==> src/rtl/stopwatch_counter.sv <==
// stopwatch_counter: BCD MM:SS.cc stopwatch ticked by one bit of the divider clock bus.
// Latency: a source rise sampled at edge k gives a tick after edge k+SYNC_STAGES-1; digits update at edge k+SYNC_STAGES.
// Backpressure: none; ticks and command pulses are consumed in the cycle they arrive.
//
// Ports:
//   sys_clock, reset     : clock and synchronous active-high reset
//   clock_bus[6:0]       : divided clocks {1MHz,100kHz,10kHz,1kHz,100Hz,10Hz,1Hz}, async to sys_clock
//   start_stop/clear/lap : single-cycle command pulses
//   digits[23:0]         : {min_t,min_u,sec_t,sec_u,cs_t,cs_u}, BCD
//   running              : high while RUNNING
//   wrap                 : one-cycle pulse on 59:59.99 -> 00:00.00
//   lap_active           : high while the display is frozen
// Optional build macro: STOPWATCH_LAP_HOLD_EN enables the lap hold display.
//   Without it lap is ignored, lap_active is 0 and digits is always the live count.

module stopwatch_counter #(
  parameter int TICK_BIT    = 2,
  parameter int SYNC_STAGES = 2
) (
  input  logic        sys_clock,
  input  logic        reset,
  input  logic [6:0]  clock_bus,
  input  logic        start_stop,
  input  logic        clear,
  input  logic        lap,
  output logic [23:0] digits,
  output logic        running,
  output logic        wrap,
  output logic        lap_active
);

  // Per-digit maximum, least significant digit in the low nibble.
  localparam logic [23:0] DIGIT_MAX = 24'h595999;

  typedef enum logic [1:0] {
    ST_IDLE    = 2'd0,
    ST_RUNNING = 2'd1,
    ST_PAUSED  = 2'd2
  } state_t;

  state_t                   state;
  logic [SYNC_STAGES-1:0]   sync_q;
  logic                     prev_q;
  logic                     tick;
  logic                     count_en;
  logic                     at_max;
  logic [23:0]              count;
  logic [23:0]              count_inc;
  logic [23:0]              count_next;

  // Only the selected bus bit is used; the rest of the bus is intentionally dropped.
  logic [6:0] bus_unused;
  assign bus_unused = clock_bus;

  // Rising edge of the synchronized source, one cycle wide.
  assign tick     = sync_q[SYNC_STAGES-1] & ~prev_q;
  assign count_en = tick && (state == ST_RUNNING);
  assign at_max   = (count == DIGIT_MAX);

  // Full ripple of carries in one cycle so digits never show a partial carry.
  always_comb begin
    logic carry;
    count_inc = count;
    carry     = 1'b1;
    for (int i = 0; i < 6; i++) begin
      if (carry) begin
        if (count[i*4 +: 4] == DIGIT_MAX[i*4 +: 4]) begin
          count_inc[i*4 +: 4] = 4'd0;
        end else begin
          count_inc[i*4 +: 4] = count[i*4 +: 4] + 4'd1;
          carry               = 1'b0;
        end
      end
    end
  end

  assign count_next = count_en ? count_inc : count;

`ifdef STOPWATCH_LAP_HOLD_EN
  logic [23:0] hold;
  assign digits = lap_active ? hold : count;
`else
  logic lap_unused;
  assign lap_unused = lap;
  assign digits     = count;
  assign lap_active = 1'b0;
`endif

  always_ff @(posedge sys_clock) begin
    if (reset) begin
      sync_q  <= '0;
      prev_q  <= 1'b0;
      state   <= ST_IDLE;
      running <= 1'b0;
      wrap    <= 1'b0;
      count   <= '0;
`ifdef STOPWATCH_LAP_HOLD_EN
      lap_active <= 1'b0;
      hold       <= '0;
`endif
    end else begin
      sync_q <= {sync_q[SYNC_STAGES-2:0], clock_bus[TICK_BIT]};
      prev_q <= sync_q[SYNC_STAGES-1];

      if (clear) begin
        // clear wins over every other same-cycle input.
        state   <= ST_IDLE;
        running <= 1'b0;
        wrap    <= 1'b0;
        count   <= '0;
`ifdef STOPWATCH_LAP_HOLD_EN
        lap_active <= 1'b0;
`endif
      end else begin
        // Ticks count only in RUNNING as seen before this edge, so the
        // start_stop that leaves RUNNING still lets its tick through.
        count <= count_next;
        wrap  <= count_en & at_max;

        if (start_stop) begin
          case (state)
            ST_IDLE: begin
              state   <= ST_RUNNING;
              running <= 1'b1;
            end
            ST_RUNNING: begin
              state   <= ST_PAUSED;
              running <= 1'b0;
            end
            ST_PAUSED: begin
              state   <= ST_RUNNING;
              running <= 1'b1;
            end
            default: begin
              state   <= ST_IDLE;
              running <= 1'b0;
            end
          endcase
        end

`ifdef STOPWATCH_LAP_HOLD_EN
        if (lap) begin
          if (lap_active && (state != ST_IDLE)) begin
            lap_active <= 1'b0;
          end else if (!lap_active && (state == ST_RUNNING)) begin
            // Capture includes any increment happening on this same edge.
            hold       <= count_next;
            lap_active <= 1'b1;
          end
        end
`endif
      end
    end
  end

endmodule
==> config.mk <==
export PLATFORM = sky130hd
export DESIGN_NAME = stopwatch_counter
export DESIGN_NICKNAME = d
export VERILOG_FILES = /design/src/rtl/stopwatch_counter.sv
export SDC_FILE = /design/constraint.sdc
export NUM_CORES = 1
export LEC_CHECK = 0
export CAP_MARGIN = 20
export CORE_MARGIN = 5
export CORE_UTILIZATION = 50
export CTS_CLUSTER_DIAMETER = 100
export DETAILED_ROUTE_END_ITERATION = 6
export PLACE_DENSITY = 0.82
export REMOVE_ABC_BUFFERS = 1
export SETUP_SLACK_MARGIN = 0.3
export SLEW_MARGIN = 10
export SYNTH_ARGS = -nofsm -noshare
export SYNTH_HDL_FRONTEND = slang
export SYNTH_SLANG_ARGS = --single-unit
==> constraint.sdc <==
create_clock -name sys_clock -period 3 [get_ports sys_clock]
set_clock_uncertainty 0.05 [all_clocks]
set_input_delay 0.6 -clock sys_clock [delete_from_list [all_inputs] [get_ports sys_clock]]
set_output_delay 0.6 -clock sys_clock [all_outputs]
set_load 0.02 [all_outputs]
=== Word-level counts from Yosys, hierarchy flattened ===
Index checks and enable logic that the tools add are counted.
W data, S select, Z words.

* Add/sub/neg operators: 6
* Equality and inequality tests: 9
* Muxes and demuxes: 17
* Reductions and logical operators: 9
* Bitwise operators: 3

{| class="wikitable"
|+ Operators by type and width
! cell !! count
|-
| $add A4 B1 Y4 const B || 6
|-
| $eq A24 B23 Y1 const B || 1
|-
| $mux W4 || 6
|-
| $eq A4 B4 Y1 const B || 4
|-
| $mux W1 || 10
|-
| $reduce_and A2 Y1 || 5
|-
| $eq A4 B3 Y1 const B || 2
|-
| $pmux W2 S2 || 1
|-
| $reduce_or A2 Y1 || 2
|-
| $and A1 B1 Y1 || 2
|-
| $eq A2 B1 Y1 const B || 1
|-
| $eq A2 B2 Y1 const B || 1
|-
| $logic_not A2 Y1 || 1
|-
| $logic_and A1 B1 Y1 || 1
|-
| $not A1 Y1 || 1
|}

* Input bits: 12
* Logic and storage cells: 55
* Register bits after elaboration: 31
* Output and inout bits: 27

=== Logic depth before layout (Yosys ltp) ===
* Depth in word-level cells: 7
* Depth in mapped cells: 5
* Mapped depth without buffers: 4

=== Least setup slack after synthesis ===
OpenSTA, ideal clock, no wires.

* Path kind: reg2reg
* Start: reg count[11], in the netlist digits[11]
* End: reg count[19], in the netlist digits[19]
* Library setup time: 0.136 ns
* Path buffers: 0
* Clock period less this slack: 1.795 ns
* Stages on the path, launching flop included: 5
* Arrival time: 1.609 ns
* Slack: 1.205 ns
* Data required time: 2.814 ns
* Path through: dfxtp_1 or3b_1 or2_2 o311ai_0 nand3_1

* Longest elaborated chain between the ends: 5

{| class="wikitable"
|+ Ends and longest elaborated chain
! what !! RTL line !! RTL
|-
| start, declared || 47 || <nowiki>logic [23:0] count;</nowiki>
|-
| start signal, assigned || 117 || <nowiki>count <= count_next;</nowiki>
|-
| $eq A4 B4 Y1 || 67 || <nowiki>if (count[i*4 +: 4] == DIGIT_MAX[i*4 +: 4]) begin</nowiki>
|-
| $mux W1 || 67 ||
|-
| $mux W1 (2 in series) || 66 || <nowiki>if (carry) begin</nowiki>
|-
| $reduce_and A2 Y1 (no line) || n/a ||
|}

Every way passes these cells.
A chain may end at the register's enable or synchronous reset.

=== Worst setup path in the final report ===
* Start: reg count[1], in the netlist digits[1]
* End: out digits[1]

{| class="wikitable"
|+ RTL lines
! what !! RTL line !! RTL
|-
| end, declared || 26 || <nowiki>output logic [23:0] digits,</nowiki>
|}

No word-level cell between the ends.

==> flow_metrics.py <==
metrics = {
    "synth": {
        "ys_ff_latch": 31,
        "synth_area_per_cell_um2": 8.664,
        "ys_types": 46,
        "synth_top_family_by_area": "simple AND/OR/NAND/NOR gates",
        "synthFlopType": "dfxtp_1",
        "synthSimpleGateAreaFrac_pct": 37.19,
        "synthMuxAreaShare_pct": 1.941,
        "synth_edf_count": 0,
        "synth_area_um2": 1612,
        "synth_compound_area_share_pct": 15.61,
        "synth_seq_area_share_pct": 38.51,
        "synthCells": 186,
        "synth_xor_area_share_pct": 2.174,
        "async_flop_share_pct": 0,
        "ys_warn_count": 0,
        "synth_fa_ha_area_share_pct": 0,
    },
    "floorplan": {
        "ios": 39,
        "die-height_um": 66.77,
        "start_util_pct": 52.36,
        "rows": 20,
        "die-width_um": 66.77,
        "core-area_um2": 3078,
        "die_area_um2": 4458,
    },
    "timing": {
        "hold_ws_ns": 0.4070,
        "finalHoldViolCount": 0,
        "finalCritPeriodShare_pct": 73.11,
        "rsz0062_at_grt": "false",
        "drv_slew": 0,
        "post-route-min-period_ns": 2.193,
        "fmax_ghz": 0.4559,
        "tightest_slew_ns": 0.5139,
        "tns_ns": 0,
        "relSlewSlack_pct": 65.74,
        "setup_viol_count_final": 0,
        "setup_ws_ns": 0.8066,
    },
    "cts": {
        "root_buffer": "clkbuf_4",
        "cts_tree": "yes",
        "ctsResizeCount": 0,
        "cts_sinks": 31,
        "cts_made_buffers": 5,
        "hold_buffers": 0,
        "post-cts-setup-buffer-count": 0,
        "cts_max_level": 2,
        "path_clk_slew_ns": 0.09,
        "insertion_delay_ns": 0.34,
        "clockBufferDepth": 2,
    },
    "setup_path": {
        "r2r_setup_slack_ns": 1.00,
        "cp_slowest_cell": "clkdlybuf4s50_1",
        "cp_slowest_stage_delay_ns": 0.68,
        "arrival_ns": 1.54,
        "cp-end-kind": "output port",
        "worstSetupPathType": "reg -> out",
        "r2r-end": "wrap",
        "crit_start": "digits[1]",
        "crit_fanout": 12,
        "r2r-start": "digits[11]",
        "path_buf_inv": 1,
        "cp.required_ns": 2.35,
        "worstPathCellList": "clkdlybuf4s50_1",
        "r2r_cells": 4,
        "critPathTopFamily": "buffers and inverters",
        "startpoint_type": "register",
    },
    "final_layout": {
        "layout-drive-gt1-share_pct": 8.372,
        "nets": 226,
        "antenna_cells": 0,
        "area_growth_syn_to_layout_pct": 24.22,
        "fin_util_pct": 65.04,
        "final_common_cell": "dfxtp_1",
        "layout_common_cells": "31 x dfxtp_1, 30 x clkdlybuf4s50_1, 19 x a21oi_1",
    },
    "detailed_routing": {
        "wire_per_inst_um": 15.11,
        "drt_wl_total_um": 3913,
        "routed-via-count": 1545,
        "drc_errors": 0,
        "drt_iter0_markers": 137,
        "drtPass1Iterations": 4,
        "via_per_inst": 5.965,
        "ant_nets": 0,
    },
    "power_and_ir_drop": {
        "ir_drop_uv": 321.4,
        "leakagePower_nw": 0.6580,
        "p_per_area_nw_per_um2": 393.8,
        "p_total_w": 0.0007883,
    },
    "job": {
        "maxCapViolCount": 0,
    },
    "global_routing": {
        "grt_pass1_wl_um": 6686,
        "grt-ovfl-total": 0,
        "grt_max_degree": 27,
        "grt_pass1_vias": 1457,
        "grt_usage_pct": 19.37,
        "antenna_found_initial": 0,
    },
    "run_status": {
        "outcome": "finished, final reports clean",
    },
    "worst_hold_path": {
        "whs_endpoint": "sync_q[1]",
        "hold_path_depth": 1,
        "holdCritStartpoint": "sync_q[0]",
        "hold_path_class": "reg -> reg",
    },
    "placement": {
        "place_congestion": 0.8264,
        "pre_cts_slack_ns": 0.7919,
        "dp_hpwl_um": 2713,
        "numPortBuffers": 30,
    },
}
-- stage by stage --
stage	area, um2	instances
finish	2002	259
global route	2002	259
CTS	2002	259
detailed placement	1916	251
global placement	1916	251
floorplan	1560	177
-- registers in the layout, summed over array words and instances (netlist names) --
signal / flops
digits: 24
prev_q: 1
running: 1
state: 2
sync_q: 2
wrap: 1
-- per-layer routing --
| metal | share of wire, % | global-route usage, % | vias up |
|---|---|---|---|
| met5 | 0 | 0 | - |
| met2 | 49 | 32.43 | 44 |
| met1 | 42 | 22.52 | 739 |
| li1 | - | - | 752 |
| met3 | 6.9 | 6.745 | 10 |
| met4 | 1.7 | 7.360 | 0 |
-- cell type report --
| class | instances | area, um2 |
|---|---|---|
| clock inverter | 2 | 35.03 |
| timing repair buffer | 30 | 300.3 |
| multi-input combinational | 141 | 920.9 |
| inverter | 5 | 18.77 |
| clock buffer | 6 | 51.30 |
| sequential | 31 | 620.6 |
| tap | 44 | 55.05 |
| fill | 276 | 1076 |
-- synthesized netlist by cell type, types with 3 or more instances --
| cell | n | area (um2) |
|---|---|---|
| nor4_1 | 3 | 18.77 |
| nand2_1 | 16 | 60.06 |
| o41ai_1 | 3 | 26.28 |
| nor3_1 | 3 | 15.01 |
| nor2b_1 | 6 | 37.54 |
| dfxtp_1 | 31 | 620.6 |
| a21oi_1 | 19 | 95.09 |
| clkbuf_1 | 4 | 15.01 |
| nand4b_1 | 6 | 52.55 |
| nand3_1 | 9 | 45.04 |
| o31ai_1 | 6 | 45.04 |
| or4_1 | 6 | 45.04 |
| o21ai_0 | 7 | 35.03 |
| nor2_1 | 11 | 41.29 |
| inv_1 | 5 | 18.77 |
| nand4_1 | 5 | 31.28 |
| nand2b_1 | 3 | 18.77 |
-- worst max path at each step --
stage / endpoint / slack (ns) / cells past startpoint
after floorplan: wrap / 1.13 / 4
after global placement: digits[19] / 0.88 / 5
after detailed placement: digits[19] / 0.79 / 5
after CTS: digits[1] / 0.78 / 1
after global routing: digits[1] / 0.74 / 1
final: digits[1] / 0.81 / 1
-- report_power, final --
part           internal [W]  total (W)  leakage [nW]  switching (W)
Combinational     0.0000109  0.0000255         0.359      0.0000146
Clock              0.000197   0.000346        0.0482       0.000150
Sequential         0.000414   0.000417         0.250     0.00000206
Total              0.000622   0.000788         0.658       0.000166
-- cell families after synthesis --
family / count (synthesis)
xor gates and xnor gates: 4
AOI/OAI and AO/OA: 41
buffers and inverters: 14
muxes: 3
other: 1
and+or+nand+nor: 92
DFF: 31
Note: power is estimated with default switching activity, not from simulation.
